===== config.mk =====
export PLATFORM = sky130hd
export DESIGN_NAME = magic_nor_sequencer
export DESIGN_NICKNAME = d
export VERILOG_FILES = /design/src/rtl/magic_nor_sequencer.sv
export SDC_FILE = /design/constraint.sdc
export NUM_CORES = 1
export LEC_CHECK = 0
export CAP_MARGIN = 25
export CORE_MARGIN = 3
export CORE_UTILIZATION = 42
export DETAILED_ROUTE_END_ITERATION = 8
export HOLD_SLACK_MARGIN = 0.12
export PLACE_DENSITY_LB_ADDON = 0.2
export RECOVER_POWER = 50
export SETUP_SLACK_MARGIN = 0.1
export SLEW_MARGIN = 0
export SYNTH_ARGS = -nofsm -noshare
export SYNTH_HDL_FRONTEND = slang
export SYNTH_SLANG_ARGS = --single-unit

===== constraint.sdc =====
create_clock -name clk -period 3.2 [get_ports clk]
set_input_delay 0.32 -clock clk [delete_from_list [all_inputs] [get_ports clk]]
set_output_delay 0.32 -clock clk [all_outputs]
set_load 0.01 [all_outputs]

===== src/rtl/magic_nor_sequencer.sv =====
// MAGIC NOR/INV gate-list sequencer over a 1-D memristive bit-cell row.
// Each gate runs as INIT (dst=1) then EVAL; counters report cost.
module magic_nor_sequencer #(
    parameter int NUM_IN = 10,
    parameter int ADDR_W = 8,
    parameter int CNT_W  = 16
) (
    input  logic              clk,
    input  logic              rst_n,
    input  logic              start,
    input  logic [NUM_IN-1:0] in_vec,
    output logic              busy,
    input  logic              instr_valid,
    output logic              instr_ready,
    input  logic [1:0]        instr_op,
    input  logic [ADDR_W-1:0] instr_a,
    input  logic [ADDR_W-1:0] instr_b,
    input  logic [ADDR_W-1:0] instr_dst,
    input  logic              instr_last,
    output logic              res_valid,
    input  logic              res_ready,
    output logic              res_data,
    output logic              res_err,
    output logic [CNT_W-1:0]  res_cycles,
    output logic [CNT_W-1:0]  res_gates
);

    localparam int NCELL = 2 ** ADDR_W;
    localparam logic [1:0] OP_NOP = 2'b00;
    localparam logic [1:0] OP_INV = 2'b01;
    localparam logic [1:0] OP_NOR = 2'b10;
    localparam logic [1:0] OP_RSV = 2'b11;
    localparam logic [ADDR_W-1:0] IN_LIM = ADDR_W'(NUM_IN);
    localparam logic [CNT_W-1:0] CNT_ONE = CNT_W'(1);
    localparam logic [CNT_W-1:0] CNT_MAX = '1;

    typedef enum logic [2:0] {
        S_IDLE,
        S_FETCH,
        S_INIT,
        S_EVAL,
        S_DONE
    } state_e;

    state_e            state_q, state_d;
    logic [NCELL-1:0]  cells_q, cells_d;
    logic [1:0]        op_q, op_d;
    logic [ADDR_W-1:0] a_q, a_d;
    logic [ADDR_W-1:0] b_q, b_d;
    logic [ADDR_W-1:0] dst_q, dst_d;
    logic              last_q, last_d;
    logic              err_q, err_d;
    logic [CNT_W-1:0]  cycles_q, cycles_d;
    logic [CNT_W-1:0]  gates_q, gates_d;
    logic              rejected;
    logic              aliased;
    logic [CNT_W-1:0]  cycles_inc;
    logic [CNT_W-1:0]  gates_inc;

    assign cycles_inc = (cycles_q == CNT_MAX) ? cycles_q : cycles_q + CNT_ONE;
    assign gates_inc  = (gates_q == CNT_MAX) ? gates_q : gates_q + CNT_ONE;

    always_comb begin
        state_d     = state_q;
        cells_d     = cells_q;
        op_d        = op_q;
        a_d         = a_q;
        b_d         = b_q;
        dst_d       = dst_q;
        last_d      = last_q;
        err_d       = err_q;
        cycles_d    = cycles_q;
        gates_d     = gates_q;
        instr_ready = 1'b0;
        rejected    = 1'b0;
        aliased     = 1'b0;
        unique case (state_q)
            S_IDLE: begin
                if (start) begin
                    cells_d[NUM_IN-1:0] = in_vec;
                    cycles_d = '0;
                    gates_d  = '0;
                    err_d    = 1'b0;
                    state_d  = S_FETCH;
                end
            end
            S_FETCH: begin
                instr_ready = 1'b1;
                cycles_d    = cycles_inc;
                if (instr_valid) begin
                    op_d     = instr_op;
                    a_d      = instr_a;
                    b_d      = instr_b;
                    dst_d    = instr_dst;
                    last_d   = instr_last;
                    rejected = (instr_op == OP_RSV) || (instr_dst < IN_LIM);
                    if (rejected) begin
                        err_d = 1'b1;
                    end
                    if (rejected || instr_op == OP_NOP) begin
                        state_d = instr_last ? S_DONE : S_FETCH;
                    end else begin
                        state_d = S_INIT;
                    end
                end
            end
            S_INIT: begin
                cycles_d       = cycles_inc;
                cells_d[dst_q] = 1'b1;
                state_d        = S_EVAL;
            end
            S_EVAL: begin
                cycles_d = cycles_inc;
                gates_d  = gates_inc;
                // Operands come from the post-INIT row, so aliasing reads the 1
                aliased  = (a_q == dst_q) || ((op_q == OP_NOR) && (b_q == dst_q));
                if (aliased) begin
                    err_d = 1'b1;
                end
                if (op_q == OP_INV) begin
                    cells_d[dst_q] = ~cells_q[a_q];
                end else begin
                    cells_d[dst_q] = ~(cells_q[a_q] | cells_q[b_q]);
                end
                state_d = last_q ? S_DONE : S_FETCH;
            end
            S_DONE: begin
                if (res_ready) begin
                    state_d = S_IDLE;
                end
            end
            default: state_d = S_IDLE;
        endcase
    end

    always_ff @(posedge clk or negedge rst_n) begin
        if (!rst_n) begin
            state_q  <= S_IDLE;
            cells_q  <= '0;
            op_q     <= OP_NOP;
            a_q      <= '0;
            b_q      <= '0;
            dst_q    <= '0;
            last_q   <= 1'b0;
            err_q    <= 1'b0;
            cycles_q <= '0;
            gates_q  <= '0;
        end else begin
            state_q  <= state_d;
            cells_q  <= cells_d;
            op_q     <= op_d;
            a_q      <= a_d;
            b_q      <= b_d;
            dst_q    <= dst_d;
            last_q   <= last_d;
            err_q    <= err_d;
            cycles_q <= cycles_d;
            gates_q  <= gates_d;
        end
    end

    assign busy       = (state_q != S_IDLE);
    assign res_valid  = (state_q == S_DONE);
    assign res_data   = res_valid & cells_q[dst_q];
    assign res_err    = err_q;
    assign res_cycles = cycles_q;
    assign res_gates  = gates_q;

endmodule

==> summary by stage, run 1 <==
Outcome
The run finished, with violations left. The final reports fail on capacitance limit, slew limit, setup timing.

Worst setup path
The worst setup slack for register-to-register paths is -0.15 ns. STA classifies the critical path endpoint as an output pin. The critical path data required time is about 2.9 ns. The number of cells traversed by the worst register-to-register path is 15. Along the worst path, the maximum fanout reaches 8.

The path type of the worst setup path is reg2out. STA puts the critical path data arrival time at between 3 and 4 ns. The kind of start point of the critical path is a flop. The endpoint identified for the worst register-to-register timing path is cells_q[56]. The startpoint identified for the worst register-to-register timing path is a_q[0].

Timing
After routing, the total negative slack on setup checks comes to -21.32 ns. The max-slew violation count is approximately 90. Based on the critical path, the design can be clocked at up to approximately 260 MHz. The normalized max-slew margin is -83.75%.

The shortest period the worst path allows is 3.829 ns. Setup repair after global routing could not meet its margin everywhere. The final hold violation count is 0.

The final critical-path setup slack is -0.6287 ns. Of the available clock period, the critical path in the final layout requires 119.6%. The clock skew is around 0.027 ns. The minimum hold slack is between 0.3 and 0.4 ns.

The final setup violation count is between 200 and 300. For the pin with the worst max-slew slack, the measured transition is 2.756 ns.

Drt
The total number of vias is around 21k. The number of DRC markers after the initial detailed-route iteration is 2811. In the routed layout, each cell is associated on average with a via count of slightly below 7. For this run, design rule violations remaining after detail routing come to 0. Once detail routing completed, the nets flagged for antenna violations numbered 0. The total wire length after detailed routing is around 90 mm. The wire length per cell after detailed routing is 30.41 um. The first-pass iteration count of the detailed router is 5.

Global routing
The initial antenna violation count is 0. The overall fraction of global-route tracks in use is 31.52%. The number of global-route vias before repair is approximately 21k. The pin count of the biggest net entering global routing is 98. The wire length of the first global-routing pass is around 140 mm. The overall overflow remaining after global route is 0.

Clocking
The clock latency of the later-clocked register in the worst-skew pair is around 0.58 ns. TritonCTS built the clock tree. The number of sinks on the clock net is about 320. The number of H-tree branching levels is 2. The CTS clock-pin slew for the worst setup and hold paths is ~0.06 ns. The clock buffer count from CTS is 39. The clock root buffer master is sky130_fd_sc_hd__clkbuf_16. No sink is reached through more buffers than the 3 on the longest clock path.

Finish
The library cell used most frequently in the layout, excluding fill and tap cells, is sky130_fd_sc_hd__buf_4. The area added between synthesis and finish is 34.86%. Once layout is complete, the cells apart from fillers number between 3k and 4k. The antenna cell count is 0. The share of post-route cells with drive strength above 1 is between 40% and 50%. The final layout contains ~2.4k nets.

The library cells used most frequently in the layout, excluding fill and tap cells, are 351 x sky130_fd_sc_hd__buf_4, 312 x sky130_fd_sc_hd__dfrtp_1, 226 x sky130_fd_sc_hd__nor2_1.

Power
The total power density per cell area is about 1200 mW/mm2. The worst vdd rail ir drop is approximately 0.95 mV. The leakage dissipation is 11.64 nW.

Worst hold path
The classification of the worst-slack hold path is in2reg. Along the worst hold path, the cell count comes to 2. The worst hold path terminates at a_q[6]. The launch instance of the worst min-delay path is instr_a[6].

Floorplan
The height of the die is between 200 and 250 um. The starting density of the core is between 40% and 50%. The floorplan step defined a core boundary enclosing roughly 0.052 mm2.

The floorplan die area is 0.05611 mm2. From left edge to right edge, the die measures ~240 um. The number of ports placed on the die boundary is 79. The row count is 83.

Run
The total of max-cap violations is 1.

Synthesis
Yosys attributes the largest share of cell area to sky130_fd_sc_hd__dfrtp_1 36%, sky130_fd_sc_hd__mux4_2 18%, sky130_fd_sc_hd__a41oi_2 10%. When the netlist entered floorplanning its net count stood at between 1.5k and 2k. The synthesized area is approximately 0.022 mm2.

The number of enable flip-flop cells after synthesis is 0. The async set or reset register ratio after synthesis is 100.0%. Each instance of the synthesized netlist takes up on average approximately 11 um2.

The biggest area contributor in the post-synthesis netlist is sky130_fd_sc_hd__dfrtp_1. Of the post-synthesis cell area, the dominant cell type holds ~36%. The synthesized design contains approximately 320 register bits. The primary flip-flop cell chosen by synthesis mapping is sky130_fd_sc_hd__dfrtp_1. Synthesis produced a netlist whose cell count is around 2k. The number of library cell types mapped by synthesis is 66. The yosys synthesis warning count is 0.

Summing the sequential cell areas from Yosys gives 35.66% of the chip area.

Placement
In this run the tool buffered the top-level ports with 78 buffer cells. The placed wire-length estimate is 57.81 mm. The placed cell count is 2867. The congestion estimate from routability-driven global placement came to roughly 0.96.
-- kinds of logic (layout without fill, tap and decap cells) --
kind of cell | count (synthesis) | count (layout) | synth area share (%)
AO/OA/AOI/OAI | 602 | 602 | 24.43
XOR/XNOR | 29 | 29 | 1.135
adder cells (fa/ha/maj) | 2 | 2 | 0.1118
buffers and inverters | 232 | 624 | 5.522
flip-flops | 319 | 319 | 35.66
multiplexers | 295 | 295 | 23.59
AND/OR/NAND/NOR | 476 | 476 | 9.552
-- critical path: stages (launching register included) --
cell and delay [ns]:
sky130_fd_sc_hd__dfrtp_4 0.44, sky130_fd_sc_hd__buf_12 0.15, sky130_fd_sc_hd__buf_16 0.16, sky130_fd_sc_hd__buf_12 0.16
sky130_fd_sc_hd__mux4_2 0.51, sky130_fd_sc_hd__mux4_2 0.47, sky130_fd_sc_hd__mux4_2 0.51, sky130_fd_sc_hd__a22oi_2 0.23
sky130_fd_sc_hd__a31oi_4 0.15, sky130_fd_sc_hd__buf_6 0.15
-- metal layers --
metal  track usage, %  vias up  part of all wire [%]
li1                 -     8467                     -
met1            41.88    10677                    38
met2            48.45     1379                    45
met3            6.953      379                    10
met4            16.38        0                   6.3
met5                0        -                     0
-- where the power goes --
group / switching [mW] / internal (mW) / total (mW)
sequential: 1.44 / 5.18 / 6.62
combinational: 13.5 / 13.0 / 26.5
clock: 1.88 / 2.55 / 4.43
total: 16.9 / 20.7 / 37.6
-- worst max-delay path by stage --
stage	startpoint	endpoint	slack [ns]	depth (start not counted)
detailed placement	dst_q[0]	res_data	-0.53	7
global placement	dst_q[0]	res_data	-0.51	7
floorplan	dst_q[0]	res_data	0.21	7
finish	dst_q[0]	res_data	-0.63	9
CTS	dst_q[0]	res_data	-0.65	9
global route	dst_q[0]	res_data	-0.65	10
-- layout make-up --
class,instances,area [um2]
fillers,4068,21840
multi-input cells,1404,14410
flip-flops and latches,319,8004
repair buffers,538,5627
clock buffers,61,1191
well taps,680,850.8
inverters,17,65.06
clock inverters,8,42.54
-- synthesized netlist by cell type (10+ instances only) --
cell / number
sky130_fd_sc_hd__inv_1: 15
sky130_fd_sc_hd__nor2b_1: 20
sky130_fd_sc_hd__mux2i_1: 73
sky130_fd_sc_hd__o22ai_1: 14
sky130_fd_sc_hd__a31oi_2: 57
sky130_fd_sc_hd__mux4_2: 182
sky130_fd_sc_hd__xnor2_1: 17
sky130_fd_sc_hd__buf_4: 14
sky130_fd_sc_hd__nand4_1: 12
sky130_fd_sc_hd__a21oi_1: 197
sky130_fd_sc_hd__a22oi_1: 25
sky130_fd_sc_hd__mux2_2: 40
sky130_fd_sc_hd__a41oi_2: 140
sky130_fd_sc_hd__nor3_1: 20
sky130_fd_sc_hd__xor2_1: 12
sky130_fd_sc_hd__nand2b_1: 11
sky130_fd_sc_hd__nand2_1: 90
sky130_fd_sc_hd__clkbuf_1: 133
sky130_fd_sc_hd__buf_6: 38
sky130_fd_sc_hd__and3_1: 15
sky130_fd_sc_hd__o21ai_0: 52
sky130_fd_sc_hd__nand3_1: 30
sky130_fd_sc_hd__dfrtp_1: 319
sky130_fd_sc_hd__nor2_1: 238
sky130_fd_sc_hd__o221ai_1: 10
sky130_fd_sc_hd__buf_2: 22
sky130_fd_sc_hd__a31oi_1: 26
sky130_fd_sc_hd__nor4_1: 10
sky130_fd_sc_hd__a41oi_1: 27
-- stage by stage --
| step | worst slack (ns) | utilization [%] | cell area, um2 | total power [mW] |
|---|---|---|---|---|
| 6_report | -0.6287 | 58.02 | 30190 | 37.55 |
| 5_1_grt | -0.6536 | 58.02 | 30190 | 38.50 |
| 4_1_cts | -0.6509 | 56.79 | 29550 | 35.86 |
| 3_5_place_dp | -0.5273 | 50.17 | 26100 | 23.35 |
| 3_3_place_gp | -0.5130 | 50.17 | 26100 | 23.08 |
| 2_1_floorplan | 0.2146 | - | 22390 | 17.59 |
-- sequential cells by signal (all words and copies together) (netlist names) --
register,count
dst_q,8
res_gates,16
op_q,2
last_q,1
res_cycles,16
b_q,8
cells_q,256
state_q,3
a_q,8
res_err,1
-- repair_timing --
action                     4_1_cts  5_1_grt
hold buffers                     1        0
resized for setup              171       97
hold endpoints to repair        84        0
pin swaps                       41       24
gates cloned                    30        9
setup buffers                   51       13
setup endpoints to repair      257      262
(Power assumes the default switching activity.)
==> run 2, diff against run 1 <==
Clock period 3.2 ns to 3.1 ns, I/O delays scaled along.
==> run 2 against run 1 <==
  * The flow still finishes with violations (capacitance limit, slew limit, setup timing)
  * Global-route usage hardly changed
  * Sequential power is 3.2% higher
  * Flip-flop and latch count stayed put
  * Register-to-register slack worse by 0.11 ns
  * Largest cell class unchanged
==> summary by stage, run 2 (synthesis results as in run 1) <==
Global routing
The overall fraction of global-route tracks in use is 31.51% (about the same). The initial antenna violation count is 1 (+1). The number of global-route vias before repair is 21.33k (+1.6%).

The wire length of the first global-routing pass came to 135.3 mm (about the same). The pin count of the biggest net entering global routing was 107 (+9.2%). The overall overflow remaining after global route came to 0 (unchanged).

Finish
The flip-flop count of the largest register, all copies and words added is 256 (unchanged). The antenna cell count came to 0 (unchanged). The library cells used most frequently in the layout, excluding fill and tap cells, are 367 x sky130_fd_sc_hd__buf_4, 312 x sky130_fd_sc_hd__dfrtp_1, 226 x sky130_fd_sc_hd__nor2_1. The number of standard cells in the layout, taps in and fillers out is 3053 (+0.86%). The share of post-route cells with drive strength above 1 is 44.92% (-0.16 points). Ranked by flip-flop count, first place goes to cells_q.

The library cell used most frequently in the layout, excluding fill and tap cells, is sky130_fd_sc_hd__buf_4. The area added between synthesis and finish is 35.64%. The net count of the finished layout is 2388 (+1.1%).

Outcome
The run finished, with violations left. The checks that failed: capacitance limit, slew limit, setup timing.

Worst setup path
The cell type group with the largest total delay on the critical path is multiplexers. The largest stage delay on the critical path was 0.55 ns (+0.04 ns). The arrival time at the worst endpoint is 3.46 ns (-0.05 ns). The critical path endpoint category is an output pin. In this run the worst setup path begins at dst_q[0]. The master of the slowest instance on the critical path is sky130_fd_sc_hd__dfrtp_4. The path type of the worst setup path is reg2out. The critical path data required time is 2.79 ns (-0.09 ns). The worst-path maximum fanout is 7 (-1).

Walking the worst path, the cells encountered are buf_12 -> buf_16 -> buf_6 -> mux4_2 -> mux4_2 -> mux4_2 -> nand2_2 -> a31oi_4 -> buf_2. STA classifies the critical path startpoint as a flop. By instance count, the cell type seen most on the critical path is sky130_fd_sc_hd__mux4_2.

The startpoint identified for the worst register-to-register timing path is b_q[0]. The count of buffering cells on the critical path with inverters included is 4 (unchanged).

Power
The overall power is 39.10 mW (+4.1%). The worst vdd rail ir drop is 0.9002 mV (-5.3%). The leakage dissipation is 11.79 nW (+1.2%). The total power density per cell area is 1288 mW/mm2 (+3.5%).

Clocking
The CTS clock-pin slew for the worst setup and hold paths is 0.06 ns (about the same). The number of H-tree branching levels is 2 (unchanged). The maximum clock insertion buffer count was 3 (unchanged). The clock latency of the later-clocked register in the worst-skew pair is 0.58 ns (about the same).

In this run the clock root is driven by a sky130_fd_sc_hd__clkbuf_16. The clock buffer count from CTS was 40 (+2.6%). The clock tree from TritonCTS is built. The number of sinks on the clock net was 319 (unchanged).

Drt
The wire length per cell after detailed routing was 29.63 um (-2.6%). The number of DRC markers after the initial detailed-route iteration is 2557 (-9.0%). The number of nets still failing antenna checks after routing came to 0 (unchanged).

The count of unresolved DRC violations after routing was 0 (unchanged). The post-detailed-route via-to-cell ratio is 6.835 (-1.0%). The total number of vias is 20.87k (-0.17%). The first-pass iteration count of the detailed router is 6 (+1). The total wire length after detailed routing is 90.45 mm (-1.7%).

Placement
The routability congestion estimate is 0.9814 (+2.1%). The number of input and output port buffers inserted is 78 (unchanged). The placed cell count came to 2906 (+1.4%). The placed wire-length estimate is 57.81 mm (about the same).

Timing
The final setup violation count came to 256 (+0.39%). The max-slew violation count is 92 (unchanged). The final hold violation count is 0 (unchanged). The highest clock frequency the design can meet is roughly 270 MHz. The final critical-path setup slack is -0.6723 ns (-0.04356 ns). The clock skew came to 0.02089 ns (-0.006548 ns). The normalized max-slew margin was -81.86% (+1.9 points).

The final critical-path share of the clock period is 121.7%. The pin slew with the least headroom to its limit is 2.728 ns (-0.02842 ns). Setup repair after global routing could not meet its margin everywhere. The shortest period the worst path allows is between 3 and 4 ns.

Worst hold path
The worst hold path begins at res_ready. The classification of the worst-slack hold path is in2reg.

Floorplan
The height of the die is 236.9 um (unchanged). The area of the placeable core is 0.05203 mm2 (unchanged). The row count was 83 (unchanged). The starting density of the core is 43.02% (unchanged). The floorplan die area is 0.05611 mm2 (unchanged). The number of ports placed on the die boundary came to 79 (unchanged). The die outline width came to 236.9 um (unchanged).

Run
The total of max-cap violations is 1 (unchanged).
run 2: cell count changes in the layout (fill, tap and decap cells not counted), sizes merged:
cell	before	now
bufinv	0	3
buf	447	481
clkinv	9	13
clkbuf	75	60
run 2: final timing paths:
kind                                       to  slack (ns)  depth (start not counted)
worst max-delay path                 res_data       -0.67                          9
worst min-delay path               state_q[2]        0.34                          2
worst max register to register   cells_q[126]       -0.26                         16
worst min register to register  res_cycles[7]        0.51                          1
max in group asynchronous            dst_q[3]        0.19                          2
min in group asynchronous         cells_q[81]        1.16                          2
run 2: area by class of cell:
cell class | instances | area, um2
fillers | 4086 | 21670
repair buffers | 562 | 5811
clock inverters | 15 | 163.9
flip-flops and latches | 319 | 8004
multi-input cells | 1404 | 14310
well taps | 680 | 850.8
inverters | 17 | 63.81
clock buffers | 56 | 1164
run 2: power by group:
group          switching [mW]  leakage, nW  internal, mW  total, mW
registers                1.48         4.33          5.35       6.83
clock network            1.98        0.659          2.87       4.85
logic                    13.9         6.80          13.5       27.4
total                    17.4         11.8          21.7       39.1
run 2: metrics by stage:
stage / setup slack, ns / setup TNS, ns / utilization (%) / cell area (um2) / hold slack, ns
finish: -0.6723 / -31.98 / 58.36 / 30360 / 0.3370
floorplan: 0.1246 / 0 / - / 22390 / 0.01441
global route: -0.6794 / -54.70 / 58.36 / 30360 / 0.3494
global placement: -0.4683 / -51.77 / 51.09 / 26580 / 0.4317
detailed placement: -0.4808 / -56.71 / 51.09 / 26580 / 0.4384
CTS: -0.6515 / -17.19 / 58.33 / 30350 / 0.3087
run 2: timing repair:
item / in CTS / in global routing
setup endpoints to repair: 257 / 259
hold buffers: 1 / 0
gates resized for setup: 189 / 47
endpoints found under the hold margin: 81 / 0
pin swaps: 17 / 14
setup buffers: 46 / 12
gates cloned: 35 / 0
run 2: routing by layer:
layer	GRT usage [%]	routed length (um)	up-vias
li1	-	-	8510
met1	41.68	34770	10659
met2	48.68	41160	1363
met3	8.060	9573	333
met4	14.66	4938	2
met5	0	13	-
==> run 3, diff against run 2 <==
Settings changed: GPL_ROUTABILITY_DRIVEN set to 0.
==> run 3 against run 2 <==
  * Clock skew rose by 0.020 ns
  * Flip-flop and latch count is the same
  * Largest power group unchanged
  * Critical path type unchanged
  * Power rose by 3.0%
  * Worst hold slack got worse by 0.021 ns
  * Critical endpoint unchanged
  * Largest cell class unchanged
  * Worst setup slack worse by 0.10 ns
  * Via count rose by 0.35%
  * The run still ends with capacitance limit, slew limit, setup timing left
==> summary by stage, run 3 (synthesis results as in run 1) <==
Drt
The count of unresolved DRC violations after routing is 0 (unchanged). The wire length per cell after detailed routing is 29.88 um (+0.84%). The total wire length after detailed routing is 92.23 mm (+2.0%). The total number of vias is 20.94k (+0.35%). The first-pass iteration count of the detailed router is 6 (unchanged). The number of nets still failing antenna checks after routing is 0 (unchanged). The post-detailed-route via-to-cell ratio is 6.784 (-0.75%). The number of DRC markers after the initial detailed-route iteration came to 2680 (+4.8%).

Outcome
The flow ran to the end, but the final reports show violations. The final reports fail on capacitance limit, slew limit, setup timing.

Finish
cells_q holds more flip-flops than any other register. The share of post-route cells with drive strength above 1 is 46.24% (+1.3 points). The flip-flop count of the largest register, all copies and words added came to 256 (unchanged). The net count of the finished layout is 2420 (+1.3%).

Leaving out fill and tap cells, the most frequent cells in the layout are 382 x sky130_fd_sc_hd__buf_4, 312 x sky130_fd_sc_hd__dfrtp_1, 225 x sky130_fd_sc_hd__nor2_1. The antenna cell count came to 0 (unchanged). The final core area utilization came to 59.66% (+1.3 points). The area growth from synthesis to layout is 38.67%. The commonest non-fill, non-tap cell in the layout is sky130_fd_sc_hd__buf_4. The filler cell count in the final layout is 3988 (-2.4%).

Power
The clock network fraction of design power is 12.8% (+0.4 points). The fraction of power consumed by sequential logic was 16.8% (-0.7 points). The switching share of power came to 44.26% (-0.13 points).

The leakage dissipation is 12.09 nW (+2.6%). The internal power consumption is 22.45 mW (+3.2%). The part of the power in combinational logic is 70.4% (+0.3 points). The switching component of the power is 17.83 mW (+2.7%). The total power density per cell area came to 1297 mW/mm2 (+0.75%). The worst vdd rail ir drop is 0.7786 mV (-14%).

Timing
The highest clock frequency the design can meet is 258.1 MHz (-2.6%). The final critical-path share of the clock period is 125.0% (+3.3 points). The normalized max-slew margin is -79.79% (+2.1 points).

The final hold violation count is 0 (unchanged). The final critical-path setup slack is -0.7738 ns (-0.1015 ns). The final setup violation count is 243 (-5.1%). The pin slew with the least headroom to its limit is 2.697 ns (-0.03110 ns). The max-slew violation count was 93 (+1.1%). The minimum hold slack is 0.3163 ns (-0.02072 ns). Setup repair after global routing could not meet its margin everywhere. The total negative slack was -23.26 ns (+8.719 ns). The shortest period the worst path allows is 3.874 ns (+0.1015 ns). The clock skew was 0.04121 ns (+0.02033 ns).

Clocking
The clock latency of the later-clocked register in the worst-skew pair is 0.59 ns (about the same). The number of sinks on the clock net is 319 (unchanged). The clock buffer count from CTS is 41 (+2.5%). The number of H-tree branching levels came to 2 (unchanged). The CTS clock-pin slew for the worst setup and hold paths is 0.05 ns (about the same). The clock tree from TritonCTS is built. The root buffer cell chosen for the clock tree is sky130_fd_sc_hd__clkbuf_16. The maximum clock insertion buffer count came to 3 (unchanged).

Placement
The number of input and output port buffers inserted came to 78 (unchanged). The placed wire-length estimate was 57.32 mm (-0.84%).

Floorplan
The row count is 83 (unchanged). The height of the die was 236.9 um (unchanged). The die outline width came to 236.9 um (unchanged). The floorplan die area was 0.05611 mm2 (unchanged).

The area of the placeable core is 0.05203 mm2 (unchanged). The starting density of the core came to 43.02% (unchanged). The number of ports placed on the die boundary is 79 (unchanged).

Worst setup path
The worst-path maximum fanout came to 8 (+1). The kind of start point of the critical path is a flop. The critical path endpoint category is an output pin. The arrival time at the worst endpoint came to 3.56 ns (+0.10 ns).

The setup path with the least slack is of type reg2out. The critical path data required time is 2.79 ns (about the same).

Global routing
The overall overflow remaining after global route is 0 (unchanged). The pin count of the biggest net entering global routing is 145 (+36%). The overall fraction of global-route tracks in use is 32.11% (+0.59 points). The wire length of the first global-routing pass is 137.4 mm (+1.5%). The initial antenna violation count is 1 (unchanged). The number of global-route vias before repair came to 21.29k (-0.17%).

Run
The total of max-cap violations is 1 (unchanged).

Worst hold path
In this run the worst hold path is classified as in2reg.
[run 3: cell count changes in the layout (fill, tap and decap cells not counted), moves of 4 or more]
cell,previous run,this run
sky130_fd_sc_hd__buf_8,7,17
sky130_fd_sc_hd__buf_16,32,26
sky130_fd_sc_hd__buf_12,51,64
sky130_fd_sc_hd__buf_6,22,15
sky130_fd_sc_hd__nand2_8,1,5
sky130_fd_sc_hd__o21ai_1,3,7
sky130_fd_sc_hd__clkinv_2,10,2
sky130_fd_sc_hd__buf_4,367,382
sky130_fd_sc_hd__clkbuf_8,6,13
sky130_fd_sc_hd__o21ai_0,51,47
[run 3: timing repair]
| action | CTS | global route |
|---|---|---|
| resized for setup | 188 | 87 |
| setup buffers | 61 | 13 |
| setup endpoints to repair | 257 | 260 |
| pin swaps | 25 | 27 |
| gates cloned | 43 | 2 |
| endpoints found under the hold margin | 82 | 0 |
| hold buffers | 1 | 0 |
[run 3: area by class of cell]
class / instances / area [um2] / area share (%)
multi-input combinational: 1408 / 14490 / 46.67
sequential: 319 / 8001 / 25.78
timing repair buffer: 589 / 6195 / 19.96
clock buffer: 65 / 1289 / 4.152
tap: 680 / 850.8 / 2.741
clock inverter: 9 / 155.1 / 0.4998
inverter: 17 / 63.81 / 0.2056
[run 3: power groups by stage]
stage / clock network [mW] / logic, mW / registers, mW
after global routing: 5.39 / 29.2 / 6.85
after CTS: 5.20 / 28.4 / 6.68
after floorplan: 0 / 12.0 / 6.18
final: 5.17 / 28.3 / 6.76
after global placement: 0 / 17.7 / 6.70
after detailed placement: 0 / 18.0 / 6.70
[run 3: worst paths after layout]
kind                                  to     startpoint  depth (start not counted)  slack [ns]
max                             res_data       dst_q[0]                          8       -0.77
min in group asynchronous    cells_q[80]          rst_n                          2        1.13
max reg2reg                  cells_q[69]         b_q[1]                         14       -0.20
max in group asynchronous       dst_q[0]          rst_n                          2        0.05
min                           state_q[2]      res_ready                          2        0.32
min reg2reg                res_cycles[7]  res_cycles[7]                          1        0.51
[run 3: critical path, cell delays in order (launching register included)]
cell                      delay (ns)
sky130_fd_sc_hd__dfrtp_4        0.57
sky130_fd_sc_hd__buf_12         0.16
sky130_fd_sc_hd__buf_16         0.15
sky130_fd_sc_hd__mux4_2         0.52
sky130_fd_sc_hd__mux4_2         0.54
sky130_fd_sc_hd__mux4_2         0.53
sky130_fd_sc_hd__a22oi_2        0.23
sky130_fd_sc_hd__a31oi_4        0.15
sky130_fd_sc_hd__buf_6          0.15
[run 3: routing by layer]
metal	share of wire, %	track usage, %	vias to the layer above
met5	0.012	0	-
met4	6.4	17.46	2
met3	10	7.501	350
met2	45	48.39	1306
met1	38	42.93	10691
li1	-	-	8592
[run 3: metrics by stage]
step	std cells	area, um2	total power [mW]	setup slack, ns
after floorplan	1955	22390	18.16	0.1246
after global placement	2915	26630	24.38	-0.4497
after detailed placement	2915	26630	24.71	-0.4683
after CTS	3093	30870	40.28	-0.6954
after global routing	3087	31040	41.44	-0.7760
final	3087	31040	40.27	-0.7738
